`src/rtl/vga_timing_gen.sv`:
```
// VGA raster timing generator: counters, registered address stage and a
// FETCH_LAT-deep delay line aligning sync/blank with returned pixel data.
// Optional colour-bar source: define VGA_TIMING_GEN_TESTPATTERN_EN.
module vga_timing_gen #(
  parameter int H_ACTIVE  = 640,
  parameter int H_FP      = 16,
  parameter int H_SYNC    = 96,
  parameter int H_BP      = 48,
  parameter int V_ACTIVE  = 480,
  parameter int V_FP      = 10,
  parameter int V_SYNC    = 2,
  parameter int V_BP      = 33,
  parameter bit SYNC_POL  = 1'b0,
  parameter int FETCH_LAT = 1,
  parameter int ADDR_W    = 10
) (
  input  logic              clk,
  input  logic              resetn,
  input  logic              pix_en,
  input  logic [23:0]       vga_data,
  output logic [ADDR_W-1:0] h_addr,
  output logic [ADDR_W-1:0] v_addr,
  output logic              addr_valid,
  output logic              hsync,
  output logic              vsync,
  output logic              valid,
  output logic [7:0]        vga_r,
  output logic [7:0]        vga_g,
  output logic [7:0]        vga_b,
  output logic              frame_start,
  output logic              line_start
);

  localparam int H_TOTAL = H_ACTIVE + H_FP + H_SYNC + H_BP;
  localparam int V_TOTAL = V_ACTIVE + V_FP + V_SYNC + V_BP;

  if (FETCH_LAT < 0 || FETCH_LAT > 4) begin : g_bad_lat
    $error("vga_timing_gen: FETCH_LAT must be 0..4");
  end
  if (H_ACTIVE <= 0 || H_FP <= 0 || H_SYNC <= 0 || H_BP <= 0 ||
      V_ACTIVE <= 0 || V_FP <= 0 || V_SYNC <= 0 || V_BP <= 0) begin : g_bad_field
    $error("vga_timing_gen: timing fields must be non-zero");
  end
  if (H_TOTAL > (2 ** ADDR_W) || V_TOTAL > (2 ** ADDR_W)) begin : g_bad_total
    $error("vga_timing_gen: H_TOTAL/V_TOTAL exceed ADDR_W range");
  end

  localparam logic [ADDR_W-1:0] H_LAST = ADDR_W'(H_TOTAL - 1);
  localparam logic [ADDR_W-1:0] V_LAST = ADDR_W'(V_TOTAL - 1);
  localparam logic [ADDR_W-1:0] H_ACT  = ADDR_W'(H_ACTIVE);
  localparam logic [ADDR_W-1:0] V_ACT  = ADDR_W'(V_ACTIVE);
  localparam logic [ADDR_W-1:0] H_SS   = ADDR_W'(H_ACTIVE + H_FP);
  localparam logic [ADDR_W-1:0] H_SE   = ADDR_W'(H_ACTIVE + H_FP + H_SYNC);
  localparam logic [ADDR_W-1:0] V_SS   = ADDR_W'(V_ACTIVE + V_FP);
  localparam logic [ADDR_W-1:0] V_SE   = ADDR_W'(V_ACTIVE + V_FP + V_SYNC);

  logic [ADDR_W-1:0] h_cnt, v_cnt;
  logic              av_c, hs_c, vs_c;

  assign av_c = (h_cnt < H_ACT) && (v_cnt < V_ACT);
  assign hs_c = (h_cnt >= H_SS) && (h_cnt < H_SE);
  assign vs_c = (v_cnt >= V_SS) && (v_cnt < V_SE);

  always_ff @(posedge clk or negedge resetn) begin
    if (!resetn) begin
      h_cnt <= '0;
      v_cnt <= '0;
    end else if (pix_en) begin
      if (h_cnt == H_LAST) begin
        h_cnt <= '0;
        v_cnt <= (v_cnt == V_LAST) ? '0 : v_cnt + 1'b1;
      end else begin
        h_cnt <= h_cnt + 1'b1;
      end
    end
  end

  // Bit 0 of each pipe is the address stage; bit FETCH_LAT is what drives the pins.
  // *_nxt is the value each pipe takes on the next tick, so *_nxt[FETCH_LAT]
  // is the blanking state that the RGB register must be loaded under.
  logic [FETCH_LAT:0] vld_pipe, hs_pipe, vs_pipe;
  logic [FETCH_LAT:0] vld_nxt, hs_nxt, vs_nxt;

  if (FETCH_LAT == 0) begin : g_nodly
    assign vld_nxt = av_c;
    assign hs_nxt  = hs_c;
    assign vs_nxt  = vs_c;
  end else begin : g_dly
    assign vld_nxt = {vld_pipe[FETCH_LAT-1:0], av_c};
    assign hs_nxt  = {hs_pipe[FETCH_LAT-1:0], hs_c};
    assign vs_nxt  = {vs_pipe[FETCH_LAT-1:0], vs_c};
  end

  always_ff @(posedge clk or negedge resetn) begin
    if (!resetn) begin
      h_addr      <= '0;
      v_addr      <= '0;
      frame_start <= 1'b0;
      line_start  <= 1'b0;
      vld_pipe    <= '0;
      hs_pipe     <= '0;
      vs_pipe     <= '0;
    end else if (pix_en) begin
      h_addr      <= av_c ? h_cnt : '0;
      v_addr      <= av_c ? v_cnt : '0;
      frame_start <= (h_cnt == '0) && (v_cnt == '0);
      line_start  <= (h_cnt == '0);
      vld_pipe    <= vld_nxt;
      hs_pipe     <= hs_nxt;
      vs_pipe     <= vs_nxt;
    end
  end

  assign addr_valid = vld_pipe[0];
  assign valid      = vld_pipe[FETCH_LAT];
  assign hsync      = SYNC_POL ? hs_pipe[FETCH_LAT] : ~hs_pipe[FETCH_LAT];
  assign vsync      = SYNC_POL ? vs_pipe[FETCH_LAT] : ~vs_pipe[FETCH_LAT];

  logic [23:0] pix;

`ifdef VGA_TIMING_GEN_TESTPATTERN_EN
  if (ADDR_W < 3) begin : g_bad_aw
    $error("vga_timing_gen: test pattern needs ADDR_W >= 3");
  end

  // Bar index travels with the blanking pipe so bars line up with valid.
  logic [FETCH_LAT:0][2:0] bar_pipe, bar_nxt;
  logic [2:0]              bar_c, bar;
  logic                    unused_data;

  assign unused_data = ^vga_data;
  assign bar_c = av_c ? h_cnt[ADDR_W-1 -: 3] : 3'd0;

  if (FETCH_LAT == 0) begin : g_bar_nodly
    assign bar_nxt = bar_c;
  end else begin : g_bar_dly
    assign bar_nxt = {bar_pipe[FETCH_LAT-1:0], bar_c};
  end

  always_ff @(posedge clk or negedge resetn) begin
    if (!resetn)     bar_pipe <= '0;
    else if (pix_en) bar_pipe <= bar_nxt;
  end

  // white, yellow, cyan, green, magenta, red, blue, black
  assign bar = bar_nxt[FETCH_LAT];
  assign pix = {{8{~bar[1]}}, {8{~bar[2]}}, {8{~bar[0]}}};
`else
  assign pix = vga_data;
`endif

  always_ff @(posedge clk or negedge resetn) begin
    if (!resetn) begin
      {vga_r, vga_g, vga_b} <= '0;
    end else if (pix_en) begin
      {vga_r, vga_g, vga_b} <= vld_nxt[FETCH_LAT] ? pix : 24'h0;
    end
  end

endmodule

```
`config.mk`:
```
export PLATFORM = sky130hd
export DESIGN_NAME = vga_timing_gen
export DESIGN_NICKNAME = d
export VERILOG_FILES = /design/src/rtl/vga_timing_gen.sv
export SDC_FILE = /design/constraint.sdc
export NUM_CORES = 1
export LEC_CHECK = 0
export BUFFER_PORTS_ARGS = -buffer_cell sky130_fd_sc_hd__buf_2
export CAP_MARGIN = 30
export CELL_PAD_IN_SITES_DETAIL_PLACEMENT = 1
export CELL_PAD_IN_SITES_GLOBAL_PLACEMENT = 1
export CORE_MARGIN = 2
export CORE_UTILIZATION = 30
export CTS_CLUSTER_DIAMETER = 30
export DETAILED_ROUTE_END_ITERATION = 6
export GPL_ROUTABILITY_DRIVEN = 0
export HOLD_SLACK_MARGIN = 0.1
export PLACE_DENSITY = 0.57
export SLEW_MARGIN = 20
export SYNTH_ARGS = -nofsm -noshare
export SYNTH_HDL_FRONTEND = slang
export SYNTH_SLANG_ARGS = --single-unit
```
`constraint.sdc`:
```
create_clock -name clk -period 2.7 [get_ports clk]
set_input_delay 0.54 -clock clk [delete_from_list [all_inputs] [get_ports clk]]
set_output_delay 0.54 -clock clk [all_outputs]
set_load 0.03 [all_outputs]
```
==> results of run 1 <==
registers in the layout, summed over array words and instances (netlist names):
signal and flops:
h_addr 10, h_cnt 10, v_addr 10, v_cnt 10, vga_b 8, vga_g 8
vga_r 8, hs_pipe 2, vld_pipe 2, vs_pipe 2, frame_start 1, line_start 1
per-layer routing:
layer	wire length [µm]	vias up	global-route usage	part of all wire
met4	138	0	0.0677	0.018
met5	0	-	0	0
met3	346	9	0.0254	0.045
met1	3760	1157	0.207	0.49
met2	3380	57	0.216	0.44
li1	-	1151	-	-
layout by cell type, fill, tap and decap left out, types with 2 or more instances in the layout:
cell / n
sky130_fd_sc_hd__nor3_1: 2
sky130_fd_sc_hd__nor4_1: 4
sky130_fd_sc_hd__nand3_1: 34
sky130_fd_sc_hd__ha_1: 4
sky130_fd_sc_hd__mux2i_1: 2
sky130_fd_sc_hd__clkinv_2: 2
sky130_fd_sc_hd__buf_4: 6
sky130_fd_sc_hd__inv_1: 38
sky130_fd_sc_hd__o21ai_1: 2
sky130_fd_sc_hd__a31oi_1: 4
sky130_fd_sc_hd__clkbuf_8: 12
sky130_fd_sc_hd__o21ai_0: 30
sky130_fd_sc_hd__and4_1: 2
sky130_fd_sc_hd__and3_1: 3
sky130_fd_sc_hd__and2_1: 2
sky130_fd_sc_hd__a22o_1: 18
sky130_fd_sc_hd__xnor2_1: 10
sky130_fd_sc_hd__nand4_1: 6
sky130_fd_sc_hd__nand2_1: 9
sky130_fd_sc_hd__buf_2: 76
sky130_fd_sc_hd__nand2b_1: 2
sky130_fd_sc_hd__nor2_1: 7
sky130_fd_sc_hd__dfrtp_1: 72
sky130_fd_sc_hd__nor2b_1: 2
sky130_fd_sc_hd__a21oi_1: 3
logic make-up (layout without fill, tap and decap cells):
family                     after synthesis  after routing
DFF                                     72             72
adders and majority gates                4              4
xor gates and xnor gates                11             11
AOI/OAI and AO/OA                       65             65
buffers and inverters                   57            136
muxes                                    3              3
and+or+nand+nor                         81             81
synth_stat cells (all sizes together) (4+ instances only):
master	count
clkbuf	13
a31oi	4
nand4	6
and3	4
nor2	7
nand2	10
nand3	35
nor4	5
xnor2	10
o21ai	32
a22o	18
dfrtp	72
inv	38
ha	4
buf	6
stage by stage:
stage	area [µm²]	worst slack (ns)	hold slack (ns)	util	power, mW
floorplan	3100	1.06	0.244	-	1.70
global placement	3620	0.643	0.477	0.355	1.88
detailed placement	3620	0.593	0.484	0.355	1.89
CTS	3820	0.694	0.231	0.376	2.79
global route	3820	0.513	0.271	0.376	2.89
finish	3820	0.736	0.220	0.376	2.75
cell type report:
type | count | area (µm²) | share of cell area
Timing Repair Buffer | 83 | 445 | 0.116
Sequential cell | 72 | 1800 | 0.471
Clock buffer | 12 | 165 | 0.0432
Multi-Input combinational cell | 164 | 1060 | 0.277
Clock inverter | 3 | 40.0 | 0.0105
Tap cell | 136 | 170 | 0.0445
Inverter | 38 | 143 | 0.0373
power by group:
group | leakage [nW] | internal, mW | total [mW] | switching, mW
Combinational | 0.864 | 0.191 | 0.543 | 0.352
Sequential | 0.924 | 1.19 | 1.31 | 0.121
Clock | 0.108 | 0.494 | 0.888 | 0.393
worst max path at each step:
stage                   from         to  slack, ns  depth (start not counted)
global placement      pix_en   v_cnt[6]       0.64                          5
finish              h_cnt[6]   v_cnt[8]       0.74                          4
CTS                 v_cnt[5]  h_addr[7]       0.69                          5
floorplan             pix_en   v_cnt[6]       1.06                          5
global route        h_cnt[0]   v_cnt[6]       0.51                          5
detailed placement    pix_en   v_cnt[8]       0.59                          5
==> run summary, run 1 <==
The run finished with clean final reports. The count of standard-cell rows came out at 37. Initial core utilization: 0.305.

The power density normalized to cell area is 718 nW/µm². The run gives 72 as the number of sinks on the clock net. Share of the clock period used by the worst path: 0.728.

After synthesis, the cell types taking the most area are sky130_fd_sc_hd__dfrtp_1, sky130_fd_sc_hd__nand3_1, sky130_fd_sc_hd__a22o_1. The number of antenna violations at the first check in global routing is 0. The quantity of I/O buffers inserted on ports is 76. Setup violations remaining at the end of the flow were counted as 0. Max-cap violations in this run came to 0. The horizontal extent of the die came out at 106 µm. The maximum single-stage delay on the critical path is 0.57 ns, and the required time at the worst-slack endpoint is 2.94 ns. Counting both buffers and inverters, the worst setup path holds a total of 0.

Counting every net in the synthesized netlist gives 324. After detailed routing, the average wire length per cell comes to 15.0 µm. Clock-pin slew was measured on the worst setup and hold paths at 0.08 ns. At the pin with the least slew margin, the transition time is 0.740 ns.

Starting DRC count in detailed routing: 59. For this design the static power due to leakage is 1.90 nW. Once detail routing completed, the nets flagged for antenna violations numbered 0. Post-DP HPWL: 5450 µm. Area share of and/or/nand/nor cells after synthesis: 0.148.

Adding up every negative setup slack in the final design gives 0 ns. After synthesis, the largest family of logic cells by area is simple AND/OR/NAND/NOR gates. During synthesis, Yosys emitted a total of 0 warnings. The count of hold buffers inserted by post-cts repair was 0; the maximum fanout along the worst path was 12. The share of synthesized cell area in full adder, half adder and majority cells is 0.0161, and the largest voltage drop on the vdd net is 0.207 mV. For the number of diodes, the log shows 0.

In this run, placement finished with an instance count of 493. Compared with the post-synthesis result, the final layout area differs by 23.3%. The first-pass GRT wire length is 12700 µm. The startpoint identified for the worst register-to-register timing path is h_cnt[6]. The worst setup path is captured at a register. The run gives 2374 as the vias after detailed routing. The region available for standard cell placement spans 10200 µm². Traced cell by cell, the critical path runs through or3_4 -> nor4_4 -> nand4_1 -> xnor2_1.

In this run, distinct cell masters in the synthesized netlist total 42. The floorplan step set the die height to 106 µm. The tools report the number of hold violations in the final report as 0. At the worst endpoint, the arrival time is 2.21 ns. The fraction of the mapped netlist area in compound gates is 0.137. The later-pin clock latency in the skew report was 0.35 ns; the clock skew was 0.0103 ns.

The type of the setup path with the least slack is reg -> reg. The critical-path cell with the highest stage delay is sky130_fd_sc_hd__nor4_4. Excluding fillers, the count of instances in the completed layout stands at 508. In this run the register-to-register setup slack is 0.74 ns. Setup repair after global routing left no endpoint under its margin. The H-tree was split into 3 levels. For this run, design rule violations remaining after detail routing come to 0. The worst slew margin relative to its limit is 0.503.

The via count of the first global-routing pass is 2445, and the post-cts resize count is 0. The endpoint identified for the worst register-to-register timing path is v_cnt[8]. After clock tree synthesis, the setup repair step added 0 buffers.

The share of the synthesized netlist area taken by xor and xnor gates is 0.0311. The die covers 11200 µm². Counting along the longest clock path gives a buffer depth of 2. TritonCTS built the clock tree. The portion of netlist area occupied by mux cells is 0.0101, and the post-layout net count is 399.

After filler insertion, the fill cell instance count of the layout stands at 1212. The max-slew violation count is 0. The kind of cell with the highest combined delay along the critical path is simple AND/OR/NAND/NOR gates.

Number of buffers created by CTS: 9. The proportion of synthesized flip-flops having asynchronous set or reset works out to 1.00. The first detailed-routing pass took 4 iterations. The worst path in the final design needs a cycle of 1.96 ns, including I/O delays and setup. The number of cells on the worst reg-to-reg path is 4. Share of Yosys cell area claimed by the top area cell type: 0.581. The fraction of final layout cells with drive strength greater than 1 works out to 0.285. In this run the cell area of the synthesized design comes to 3100 µm². The number of ports placed on the die boundary is 77.

Each instance of the synthesized netlist takes up on average 10.6 µm². The sequential share of the synthesized area is 0.581, and the largest net degree at the start of global routing is 65. The cell taking the most area after synthesis was sky130_fd_sc_hd__dfrtp_1. The run gives 509 MHz as the maximum clock rate.

After global routing the overflow that remains totals 0. Synthesis produced 293 cells. The worst setup path is launched from a register. The prevailing post-synth register cell was sky130_fd_sc_hd__dfrtp_1.

The total track usage was 0.146; the count of flip-flops with a built-in enable after synthesis was 0. For this block, the routed nets add up to 7630 µm of wire. The tools report the buffer type at the clock tree root as sky130_fd_sc_hd__clkbuf_8. The type of the tightest min-delay check is in -> async.

Synthesis inferred 72 register bits. The via density per instance was 4.67.
Note: power is estimated with default switching activity, not from simulation.
==> run 2: changes to the inputs <==
- ABC_AREA: unset -> 1
- PLACE_DENSITY: 0.57 -> 0.62
- clock period: 2.7 -> 1.8 ns (I/O delays scaled with it)
==> run summary, run 2 <==
The routed length per placed instance came out at 14.0 µm (-6.8%). Power density normalized to cell area: 1060 nW/µm² (+47%). The run gives 402 (+24%) as the post-synthesis net count. The worst reg2reg path depth works out to 7 (+3).

The logs give 73 (+12%) for the largest net degree at the start of global routing and 0 (unchanged) for the post-CTS repair timing setup buffer count. The horizontal extent of the die was 107 µm (+1.7%); the level count of the clock H-tree was 3 (unchanged). sky130_fd_sc_hd__dfrtp_1 takes more of the synthesized area than any other cell. Compared with the post-synthesis result, the final layout area differs by 24.2%. Leaving out fill and tap cells, the most frequent cells in the layout are sky130_fd_sc_hd__nand2_1, sky130_fd_sc_hd__buf_2, sky130_fd_sc_hd__dfrtp_1. The number of DRC violations after detailed routing was 0 (unchanged). For this run, the leading register cell type out of synthesis is sky130_fd_sc_hd__dfrtp_1. The run gives 119 (+100%) as the starting DRC count in detailed routing. The share of the clock period used by the worst path works out to 0.881 (+0.153).

The post-synthesis cell type count came out at 27 (-36%). The floorplan die area was 11500 µm² (+3.4%); the final wirelength was 8240 µm (+8.1%). The type of the setup path with the least slack is reg -> reg. The count of standard-cell rows was 37 (unchanged); the clock skew was 0.00491 ns (-0.00539 ns). Leaving out fill and tap cells, the most frequent cell in the layout is sky130_fd_sc_hd__nand2_1.

The final period demand of the worst path came out at 1.59 ns (-0.379 ns). The post-cts resize count came out at 0 (unchanged). The run gives 2.02 ns (-0.92 ns) as the required time at the worst-slack endpoint. Along the worst hold path, the cell count comes to 3.

The total global routing overflow was 0 (unchanged). Capture point of the worst reg-to-reg path: v_cnt[4]. The number of endpoints failing setup at the final stage came out at 0 (unchanged). The average footprint of a synthesized cell works out to 8.66 µm² (-18%). Most common cell in the netlist: sky130_fd_sc_hd__nand2_1. Height of the die: 107 µm (+1.7%). Buffer type at the clock tree root: sky130_fd_sc_hd__clkbuf_8.

The number of diodes is 0 (unchanged), and the later-pin clock latency in the skew report is 0.34 ns (about the same). The count of hold buffers inserted by post-cts repair is 1 (+1). Via count of the first global-routing pass: 2896 (+18%). TritonCTS built the clock tree. The flow ran to the end, and the final reports show no timing, DRC or antenna violations. The worst setup path is captured at a register. The initial core utilization is 0.310 (+0.00518), and the number of antenna violations at the first check in global routing is 0 (unchanged). The max-slew violation count came out at 0 (unchanged). Type of the tightest min-delay check: in -> reg. The proportion of synthesized flip-flops having asynchronous set or reset was 1.00 (unchanged); the number of detailed-routing iterations run before antenna repair was 4 (unchanged). The leakage power summed over all cells is 2.08 nW (+9.7%). The post-detailed-route count of antenna-violating nets was 0 (unchanged); the number of sinks on the clock net was 72 (unchanged). The count of flip-flops with a built-in enable after synthesis is 0 (unchanged). The end point of the worst hold path is vga_g[3]. The tools report the deepest clock path buffer count as 2 (unchanged).

Sorting the synthesized cells by area gives the leading types as sky130_fd_sc_hd__dfrtp_1, sky130_fd_sc_hd__nand2_1, sky130_fd_sc_hd__nand3_1. The clock-pin slew reported for the worst setup and hold paths after clock tree synthesis works out to 0.08 ns (about the same). The area of placed instances is 3750 µm² (+3.5%). Sorting the synthesized cells by how often they occur yields sky130_fd_sc_hd__nand2_1, sky130_fd_sc_hd__dfrtp_1, sky130_fd_sc_hd__nand3_1. Maximum fanout along the worst path: 6 (-6).

The largest voltage drop on the vdd net is 0.427 mV (+110%), and the worst slew margin relative to its limit is 0.732 (+0.229). The run gives 371 (+27%) as the cell count after synthesis. The run gives 0.561 (-0.0199) as the sequential share of the synthesized area. The measured slew at the worst slew-check pin was 0.402 ns (-0.338 ns); the number of ports placed on the die boundary was 77 (unchanged).

The cell area after technology mapping was 3210 µm² (+3.5%). Post-layout net count: 480 (+20%). The arrival time of the worst setup path is 1.80 ns (-0.41 ns), and the flop and latch count out of synthesis is 72 (unchanged). Setup repair after global routing left no endpoint under its margin. The fraction of final layout cells with drive strength greater than 1 came out at 0.245 (-0.0399).

The accumulated negative setup slack was 0 ns (unchanged). The worst hold path begins at vga_data[11]. The tools report the max-cap violation count as 0 (unchanged). Worst reg-to-reg setup slack: 0.21 ns (-0.52 ns). The tools report the placeable core region as 10400 µm² (+1.8%). The tools report the total track usage as 0.158 (+0.0126). The run gives 1252 (+3.3%) as the fill cell instance count of the final layout. Quantity of I/O buffers inserted on ports: 76 (unchanged).

The run gives 2740 (+15%) as the vias after detailed routing. The share of Yosys cell area claimed by the top area cell type is 0.561 (-0.0199). The maximum clock rate came out at 631 MHz (+24%).

The tools report the number of hold violations in the final report as 0 (unchanged). The run gives 5770 µm (+6.0%) as the post-DP HPWL. Number of buffers created by CTS: 9 (unchanged). In this run the worst setup path begins at v_cnt[0].

The startpoint type of the worst setup path was a register. The design area was 3990 µm² (+4.3%). The worst register-to-register path begins at v_cnt[0].

The via density per instance came out at 4.65 (-0.46%). The tools report the total of warnings raised by yosys as 0 (unchanged). First-pass GRT wire length: 14400 µm (+14%).
==> run 2: report_power, final <==
part	switching [mW]	internal (mW)	total, mW
Combinational	0.545	0.233	0.779
Sequential	0.137	1.78	1.91
Clock	0.611	0.910	1.52
==> run 2: stage by stage <==
stage / worst slack, ns / hold WS (ns) / utilization / std cells / total power [mW]
after detailed placement: 0.245 / 0.423 / 0.361 / 573 / 2.73
after global routing: 0.0341 / 0.232 / 0.385 / 589 / 4.46
after floorplan: 0.526 / 0.0644 / - / 371 / 2.44
final: 0.215 / 0.235 / 0.385 / 589 / 4.21
after global placement: 0.270 / 0.421 / 0.361 / 573 / 2.72
after CTS: 0.192 / 0.215 / 0.385 / 589 / 4.29
==> run 2: cells by family (layout without fill, tap and decap cells) <==
kind of cell | after synthesis | count (layout) | synth area share
buffers and inverters | 50 | 132 | 0.0639
and+or+nand+nor | 201 | 201 | 0.279
adders and majority gates | 4 | 4 | 0.0156
DFF | 72 | 72 | 0.561
AOI/OAI and AO/OA | 36 | 36 | 0.0588
xor gates and xnor gates | 8 | 8 | 0.0218
==> run 2: routing by layer <==
layer | track usage | share of wire | wire [µm] | vias to the layer above
li1 | - | - | - | 1340
met1 | 0.207 | 0.46 | 3770 | 1334
met2 | 0.258 | 0.49 | 4010 | 54
met3 | 0.0363 | 0.040 | 327 | 12
met4 | 0.0559 | 0.016 | 131 | 0
met5 | 0 | 0 | 0 | -
==> run 2: layout make-up <==
cell class	instances	area [µm²]	share of cell area
multi-input combinational	249	1200	0.302
timing repair buffer	84	455	0.114
clock buffer	9	124	0.0311
inverter	33	124	0.0311
clock inverter	6	109	0.0273
tap	136	170	0.0427
sequential	72	1800	0.452
==> run 2: worst max path at each step <==
| stage | depth (start not counted) | end | slack, ns |
|---|---|---|---|
| final | 7 | v_cnt[4] | 0.21 |
| after global placement | 7 | v_cnt[3] | 0.27 |
| after global routing | 7 | v_cnt[4] | 0.03 |
| after detailed placement | 7 | v_cnt[4] | 0.25 |
| after CTS | 7 | v_cnt[4] | 0.19 |
| after floorplan | 7 | v_cnt[3] | 0.53 |
==> run 2: worst max-delay path, cell delays in order (launching register included) <==
cell and delay, ns:
sky130_fd_sc_hd__dfrtp_1 0.43, sky130_fd_sc_hd__inv_1 0.13, sky130_fd_sc_hd__ha_1 0.17, sky130_fd_sc_hd__inv_1 0.04, sky130_fd_sc_hd__nor2_1 0.13, sky130_fd_sc_hd__nand4_1 0.29
sky130_fd_sc_hd__nand3b_1 0.18, sky130_fd_sc_hd__o21ai_0 0.10
